===== src/rtl/identity_sweep_ctrl.sv =====
// identity_sweep_ctrl
// Walks an N-variable input vector through all 2^N combinations in ascending
// order. It holds each vector for DWELL cycles, then compares the lhs/rhs
// results of an external combinational datapath. It reports pass, the mismatch
// count and the lowest failing vector, so individual labs do not need their own
// hand-written stimulus sequences.

module identity_sweep_ctrl #(
   parameter int N_VARS = 3,
   parameter int DWELL  = 2
) (
   input  logic              clk,
   input  logic              rst,
   input  logic              start,
   input  logic              abort,
   input  logic              lhs_in,
   input  logic              rhs_in,
   output logic [N_VARS-1:0] vec_out,
   output logic              busy,
   output logic              done,
   output logic              pass,
   output logic [N_VARS:0]   mismatch_cnt,
   output logic [N_VARS-1:0] first_fail_vec,
   output logic              first_fail_valid
);

   localparam logic [1:0] ST_IDLE = 2'd0;
   localparam logic [1:0] ST_HOLD = 2'd1;
   localparam logic [1:0] ST_DONE = 2'd2;

   // The dwell counter only has to reach DWELL-1.
   localparam int              CW         = (DWELL > 1) ? $clog2(DWELL) : 1;
   localparam logic [CW-1:0]   DWELL_LAST = CW'(DWELL - 1);
   localparam logic [N_VARS-1:0] VEC_LAST = '1;

   logic [1:0]      state;
   logic [CW-1:0]   dwell_cnt;
   logic            mismatch;
   logic [N_VARS:0] cnt_next;

   assign mismatch = lhs_in ^ rhs_in;
   assign cnt_next = mismatch_cnt + {{N_VARS{1'b0}}, mismatch};

   // Status flags are decoded straight from the state, so they have no extra latency.
   assign busy = (state == ST_HOLD);
   assign done = (state == ST_DONE);

   // Sweep sequencer. In HOLD, abort is checked before the sample edge, so a
   // sample that coincides with an abort is dropped. The increment of the
   // mismatch count cannot overflow because it has one more bit than the vector.
   always_ff @(posedge clk) begin
      if (rst) begin
         state            <= ST_IDLE;
         dwell_cnt        <= '0;
         vec_out          <= '0;
         pass             <= 1'b0;
         mismatch_cnt     <= '0;
         first_fail_vec   <= '0;
         first_fail_valid <= 1'b0;
      end else begin
         case (state)
            ST_IDLE: begin
               if (start) begin
                  vec_out          <= '0;
                  dwell_cnt        <= '0;
                  mismatch_cnt     <= '0;
                  first_fail_valid <= 1'b0;
                  pass             <= 1'b0;
                  state            <= ST_HOLD;
               end
            end
            ST_HOLD: begin
               if (abort) begin
                  state     <= ST_IDLE;
                  vec_out   <= '0;
                  dwell_cnt <= '0;
                  pass      <= 1'b0;
               end else if (dwell_cnt == DWELL_LAST) begin
                  mismatch_cnt <= cnt_next;
                  if (mismatch && !first_fail_valid) begin
                     first_fail_vec   <= vec_out;
                     first_fail_valid <= 1'b1;
                  end
                  if (vec_out == VEC_LAST) begin
                     state <= ST_DONE;
                     pass  <= (cnt_next == '0);
                  end else begin
                     vec_out   <= vec_out + N_VARS'(1);
                     dwell_cnt <= '0;
                  end
               end else begin
                  dwell_cnt <= dwell_cnt + CW'(1);
               end
            end
            ST_DONE: begin
               state <= ST_IDLE;
            end
            default: begin
               state <= ST_IDLE;
            end
         endcase
      end
   end

endmodule


===== config.mk =====
export PLATFORM = sky130hd
export DESIGN_NAME = identity_sweep_ctrl
export DESIGN_NICKNAME = d
export VERILOG_FILES = /design/src/rtl/identity_sweep_ctrl.sv
export SDC_FILE = /design/constraint.sdc
export NUM_CORES = 1
export LEC_CHECK = 0
export BUFFER_PORTS_ARGS = -buffer_cell sky130_fd_sc_hd__buf_2
export CORE_MARGIN = 8
export CORE_UTILIZATION = 31
export DETAILED_ROUTE_END_ITERATION = 10
export PLACE_DENSITY_LB_ADDON = 0.08
export SKIP_LAST_GASP = 1
export SLEW_MARGIN = 5
export SYNTH_ARGS = -nofsm -noshare
export SYNTH_HDL_FRONTEND = slang
export SYNTH_SLANG_ARGS = --single-unit

===== constraint.sdc =====
create_clock -name clk -period 2.1 [get_ports clk]
set_input_delay 0.63 -clock clk [delete_from_list [all_inputs] [get_ports clk]]
set_output_delay 0.63 -clock clk [all_outputs]
set_load 0.1 [all_outputs]

==> results.sh, run 1 <==
export IMPL_slowest_delay_ns=0.50
export IMPL_syn_nets=83
export IMPL_critPathKind="reg2out"
export IMPL_mostFrequentLayoutCells="19 x buf_2, 15 x dfxtp_1, 12 x nor2_1"
export IMPL_cts_resized=0
export IMPL_r2r_end="dwell_cnt"
export IMPL_ant_nets=0
export IMPL_die_height_microns=64.2
export IMPL_worstHoldPathCells=2
export IMPL_start_util=0.326
export IMPL_antenna_found_initial=0
export IMPL_numCtsBuffers=3
export IMPL_busiest_layer="met2"
export IMPL_clk_latency_ns=0.28
export IMPL_tns_ns=0
export IMPL_final_common_cell="buf_2"
export IMPL_maxSlewViolCount=0
export IMPL_rows=17
export IMPL_boundaryPins=20
export IMPL_synthCells=73
export IMPL_finalCriticalPeriod_ns=1.99
export IMPL_cts_setup_buffers=0
export IMPL_leakage_uw=0.000407
export IMPL_max_freq_ghz=0.503
export IMPL_die_w_microns=64.2
export IMPL_peakVddDrop_uv=284
export IMPL_ys_ff_latch=15
export IMPL_met1_usage=0.101
export IMPL_use_met3=0.0314
export IMPL_holdWs_ns=0.495
export IMPL_hold_end="first_fail_vec[1]"
export IMPL_clockBufferDepth=2
export IMPL_postCtsHoldBufs=0
export IMPL_slew_headroom=0.677
export IMPL_vias=594
export IMPL_antennaDiodeCount=0
export IMPL_grt_max_degree=15
export IMPL_syn_area_per_cell_sq_um=9.87
export IMPL_routed_wl_mm=1.60
export IMPL_powerDensity_nw_per_um2=587
export IMPL_portBuffers=19
export IMPL_reg2reg_slack_ns=0.53
export IMPL_gp_congestion=0.741
export IMPL_min_path_type="reg2reg"
export IMPL_worstReg2RegStart="vec_out[0]"
export IMPL_fillCellCount=238
export IMPL_status="completed"
export IMPL_cts_sinks=15
export IMPL_gr_total_overflow=0
export IMPL_core_sq_um=2210
export IMPL_grt_pass1_wl_mm=2.72
export IMPL_crit_fanout=9
export IMPL_cp_data_required_time_ns=1.47
export IMPL_hp_start="first_fail_vec[1]"
export IMPL_drt_iter0_drc=10
export IMPL_endpoint_kind="output port"
export IMPL_drive_gt1_frac=0.284
export IMPL_cts_htree_levels=1
export IMPL_grtUsageMet2=0.122
export IMPL_die_area_sq_um=4120
export IMPL_track_usage=0.0820
export IMPL_period_share=0.946
export IMPL_yosysWarnings=0
export IMPL_crit_chain="and2b_1, buf_2"
export IMPL_grt_pass1_vias=597
export IMPL_vias_per_cell=4.83
export IMPL_final_nets=106
export IMPL_cp_slowest_cell="dfxtp_1"
export IMPL_seq_area_frac_synth=0.417
export IMPL_start_kind="register"
export IMPL_grt_setup_unrepaired="false"
export IMPL_arrival_ns=1.36
export IMPL_setup_viol_count_final=0
export IMPL_drtPass1Iterations=4
export IMPL_drv_cap=0
export IMPL_tightestPinTransition_ns=0.489
export IMPL_fin_worst_skew_ns=0.00536
export IMPL_syn_area_sq_um=721
export IMPL_root_buffer="clkbuf_4"
export IMPL_tritoncts="done"
export IMPL_area_delta_synth_final_pct=21.7
export IMPL_remaining_drc_errors=0
export IMPL_post_drt_wl_per_cell_microns=13.0
export IMPL_yosysUniqueCellTypes=29
export IMPL_reg2reg_depth=6
export IMPL_hold_viol=0
export IMPL_cts_clk_slew_worst_paths_ns=0.10
==> critical path, delay by kind of cell, from the launching register on <==
kind	cells	cell delay [ns]
buffers and inverters	1	0.41
DFF	1	0.50
and+or+nand+nor	1	0.16
==> state kept, by name, summed over array words and instances, names as in the netlist <==
register          count
dwell_cnt             1
first_fail_valid      1
first_fail_vec        3
mismatch_cnt          4
pass                  1
state                 2
vec_out               3
==> cells in the mapped netlist, drive strengths merged <==
cell | instances | area, sq um
dfxtp | 15 | 300
nor2 | 12 | 45.0
a21oi | 4 | 20.0
ha | 4 | 50.1
o21ai | 4 | 20.0
a22oi | 3 | 22.5
mux2i | 3 | 30.0
nand2b | 3 | 18.8
xor2 | 3 | 26.3
nor2b | 2 | 12.5
nor3 | 2 | 10.0
nor3b | 2 | 26.3
a211oi | 1 | 7.51
a21o | 1 | 7.51
a221o | 1 | 10.0
a311oi | 1 | 8.76
a32o | 1 | 10.0
a41o | 1 | 10.0
and2 | 1 | 6.26
and2b | 1 | 7.51
and3 | 1 | 6.26
clkbuf | 1 | 3.75
inv | 1 | 3.75
nand3 | 1 | 5.00
nand4bb | 1 | 27.5
o21a | 1 | 7.51
o21ba | 1 | 10.0
or2b | 1 | 7.51
==> where the power goes <==
group	internal (uW)	total, uW	switching (uW)
sequential	288	293	5.72
combinational	20.3	56.4	36.1
clock	70.5	165	94.6
total	378	515	136
==> per-layer routing <==
layer	routed length, microns	vias to the layer above
met4	17	0
li1	-	312
met1	778	269
met3	78	2
met5	0	-
met2	727	11
==> logic make-up after synthesis <==
| family | after synthesis | share of synthesized area |
|---|---|---|
| AOI/OAI and AO/OA | 19 | 0.186 |
| xor gates and xnor gates | 3 | 0.0365 |
| adders and majority gates | 4 | 0.0694 |
| buffers and inverters | 2 | 0.0104 |
| DFF | 15 | 0.417 |
| muxes | 3 | 0.0417 |
| and+or+nand+nor | 27 | 0.240 |
==> final cells by class <==
class	instances	area [sq um]	area share
multi-input cells	56	415	0.474
repair buffers	19	95.1	0.108
flip-flops and latches	15	300	0.342
inverters	1	3.75	0.00428
clock inverters	1	5.00	0.00571
well taps	28	35.0	0.0399
clock buffers	3	22.5	0.0257
==> worst max-delay path by stage <==
stage,from,end,slack (ns),cells after the start
3_3_place_gp,rhs_in,mismatch_cnt[2],0.22,6
5_1_grt,state[0],busy,0.01,2
4_1_cts,state[0],busy,0.09,2
6_report,state[1],done,0.11,2
2_1_floorplan,vec_out[0],vec_out[2],0.01,6
3_5_place_dp,rhs_in,pass,0.20,7
==> stage by stage <==
stage / power (uW) / cell area, sq um / util / instances / worst slack [ns]
after detailed placement: 356 / 850 / 0.384 / 119 / 0.197
after CTS: 527 / 877 / 0.396 / 123 / 0.0933
after floorplan: 342 / 723 / - / 73 / 0.0102
after global placement: 357 / 850 / 0.384 / 119 / 0.224
final: 515 / 877 / 0.396 / 123 / 0.113
after global routing: 549 / 877 / 0.396 / 123 / 0.0150
Power figures use the tool's default switching activity.
==> run 2, diff against run 1 <==
Settings changed: CTS_BUF_LIST from default to sky130_fd_sc_hd__clkbuf_4, REMOVE_ABC_BUFFERS from default to 1.
==> run 2 against run 1 <==
Compared with the run above:
- cell area is 0.86% higher
- critical path depth stayed put
- first-iteration DRC count is 50% higher
- cell count is 0.81% higher
- critical endpoint is now busy
==> results.sh, run 2 (synthesized netlist as in run 1, its figures left out) <==
export IMPL_status="completed"
export IMPL_cts_htree_levels=1
export IMPL_critPathKind="reg2out"
export IMPL_period_share=0.942
export IMPL_endpoint_kind="output port"
export IMPL_die_area_sq_um=4120
export IMPL_largest_reg_flops=4
export IMPL_remaining_drc_errors=0
export IMPL_cp_slowest_cell="dfxtp_1"
export IMPL_routed_wl_mm=1.61
export IMPL_min_path_type="reg2reg"
export IMPL_start_util=0.326
export IMPL_drt_iter0_drc=15
export IMPL_place_inst=120
export IMPL_fin_worst_skew_ns=0.00135
export IMPL_vias=594
export IMPL_reg2reg_slack_ns=0.56
export IMPL_ant_nets=0
export IMPL_mostFrequentLayoutCells="19 x buf_2, 15 x dfxtp_1, 12 x nor2_1"
export IMPL_antenna_found_initial=0
export IMPL_start_kind="register"
export IMPL_core_sq_um=2210
export IMPL_cts_clk_slew_worst_paths_ns=0.09
export IMPL_postCtsHoldBufs=0
export IMPL_portBuffers=19
export IMPL_largest_register="mismatch_cnt"
export IMPL_hold_viol=0
export IMPL_max_freq_ghz=0.506
export IMPL_slew_headroom=0.677
export IMPL_power_frac_seq=0.557
export IMPL_grt_setup_unrepaired="false"
export IMPL_grt_pass1_wl_mm=2.75
export IMPL_setup_viol_count_final=0
export IMPL_fin_area_sq_um=885
export IMPL_clockBufferDepth=2
export IMPL_intPower_uw=394
export IMPL_slowest_delay_ns=0.48
export IMPL_grt_pass1_vias=590
export IMPL_clk_latency_ns=0.28
export IMPL_root_buffer="clkbuf_4"
export IMPL_area_delta_synth_final_pct=22.7
export IMPL_die_w_microns=64.2
export IMPL_tightestPinTransition_ns=0.487
export IMPL_arrival_ns=1.35
export IMPL_track_usage=0.0820
export IMPL_maxSlewViolCount=0
export IMPL_critical_path_top_delay_family="flip-flops"
export IMPL_power_frac_clock=0.336
export IMPL_drv_cap=0
export IMPL_rows=17
export IMPL_vias_per_cell=4.79
export IMPL_p_sw_uw=132
export IMPL_tritoncts="done"
export IMPL_powerDensity_nw_per_um2=595
export IMPL_reg_largest_list="mismatch_cnt: 4 flops, first_fail_vec: 3 flops, vec_out: 3 flops"
export IMPL_crit_fanout=7
export IMPL_tns_ns=0
export IMPL_final_common_cell="buf_2"
export IMPL_antennaDiodeCount=0
export IMPL_gp_congestion=0.743
export IMPL_grt_max_degree=15
export IMPL_numCtsBuffers=3
export IMPL_post_drt_wl_per_cell_microns=13.0
export IMPL_drive_gt1_frac=0.281
export IMPL_die_height_microns=64.2
export IMPL_dp_hpwl_mm=1.26
export IMPL_final_cell_count_no_fill=124
export IMPL_crit_chain="nor2b_1, buf_2"
export IMPL_placed_area_sq_um=855
export IMPL_final_nets=107
export IMPL_leakage_uw=0.000413
export IMPL_worst_path_buf_inv=1
export IMPL_peakVddDrop_uv=252
export IMPL_boundaryPins=20
export IMPL_post_route_util=0.400
export IMPL_drtPass1Iterations=4
export IMPL_cts_sinks=15
export IMPL_cp_data_required_time_ns=1.47
export IMPL_finalCriticalPeriod_ns=1.98
export IMPL_gr_total_overflow=0
export IMPL_cts_setup_buffers=0
export IMPL_sw_frac_of_total=0.251
export IMPL_pwr_share_comb=0.107
export IMPL_cts_resized=0
[run 2: cell count changes in the layout (fill, tap and decap cells not counted), sizes merged]
cell and change:
clkinv -1, buf +1, clkbuf +1
[run 2: routing by layer]
metal,track usage,up-vias,part of all wire
met5,0,-,0
met4,0.0572,0,0.019
met3,0.0209,4,0.050
met2,0.124,16,0.43
met1,0.0990,259,0.50
li1,-,315,-
[run 2: power by group through the flow]
stage	sequential (uW)	clock [uW]	combinational [uW]
2_1_floorplan	302	0	36.5
3_3_place_gp	300	0	56.9
3_5_place_dp	300	0	56.8
4_1_cts	293	186	56.9
5_1_grt	294	198	61.3
6_report	293	177	56.6
[run 2: worst paths after layout]
| check | from | endpoint | cells after the start |
|---|---|---|---|
| setup / recovery | state[0] | busy | 2 |
| hold / removal | first_fail_vec[0] | first_fail_vec[0] | 2 |
| setup reg to reg | vec_out[0] | dwell_cnt | 6 |
| hold reg to reg | first_fail_vec[0] | first_fail_vec[0] | 2 |
[run 2: area by class of cell]
cell class,count,area [sq um]
multi-input combinational,56,413
timing repair buffer,20,103
fill,246,1330
inverter,1,3.75
tap,28,35.0
clock buffer,4,30.0
sequential,15,300
[run 2: worst register-to-register path: cells and delay by family, from the launching register on]
kind | cells | cell delay (ns)
adder cells (fa/ha/maj) | 2 | 0.42
flip-flops | 1 | 0.41
AO/OA/AOI/OAI | 2 | 0.50
AND/OR/NAND/NOR | 2 | 0.16
[run 2: metrics by stage]
step	power [uW]	setup WS (ns)	hold WS (ns)
final	526	0.122	0.500
after global routing	553	0.0358	0.544
after CTS	537	0.101	0.507
after detailed placement	357	0.180	0.483
after global placement	357	0.156	0.469
after floorplan	339	-0.324	0.512
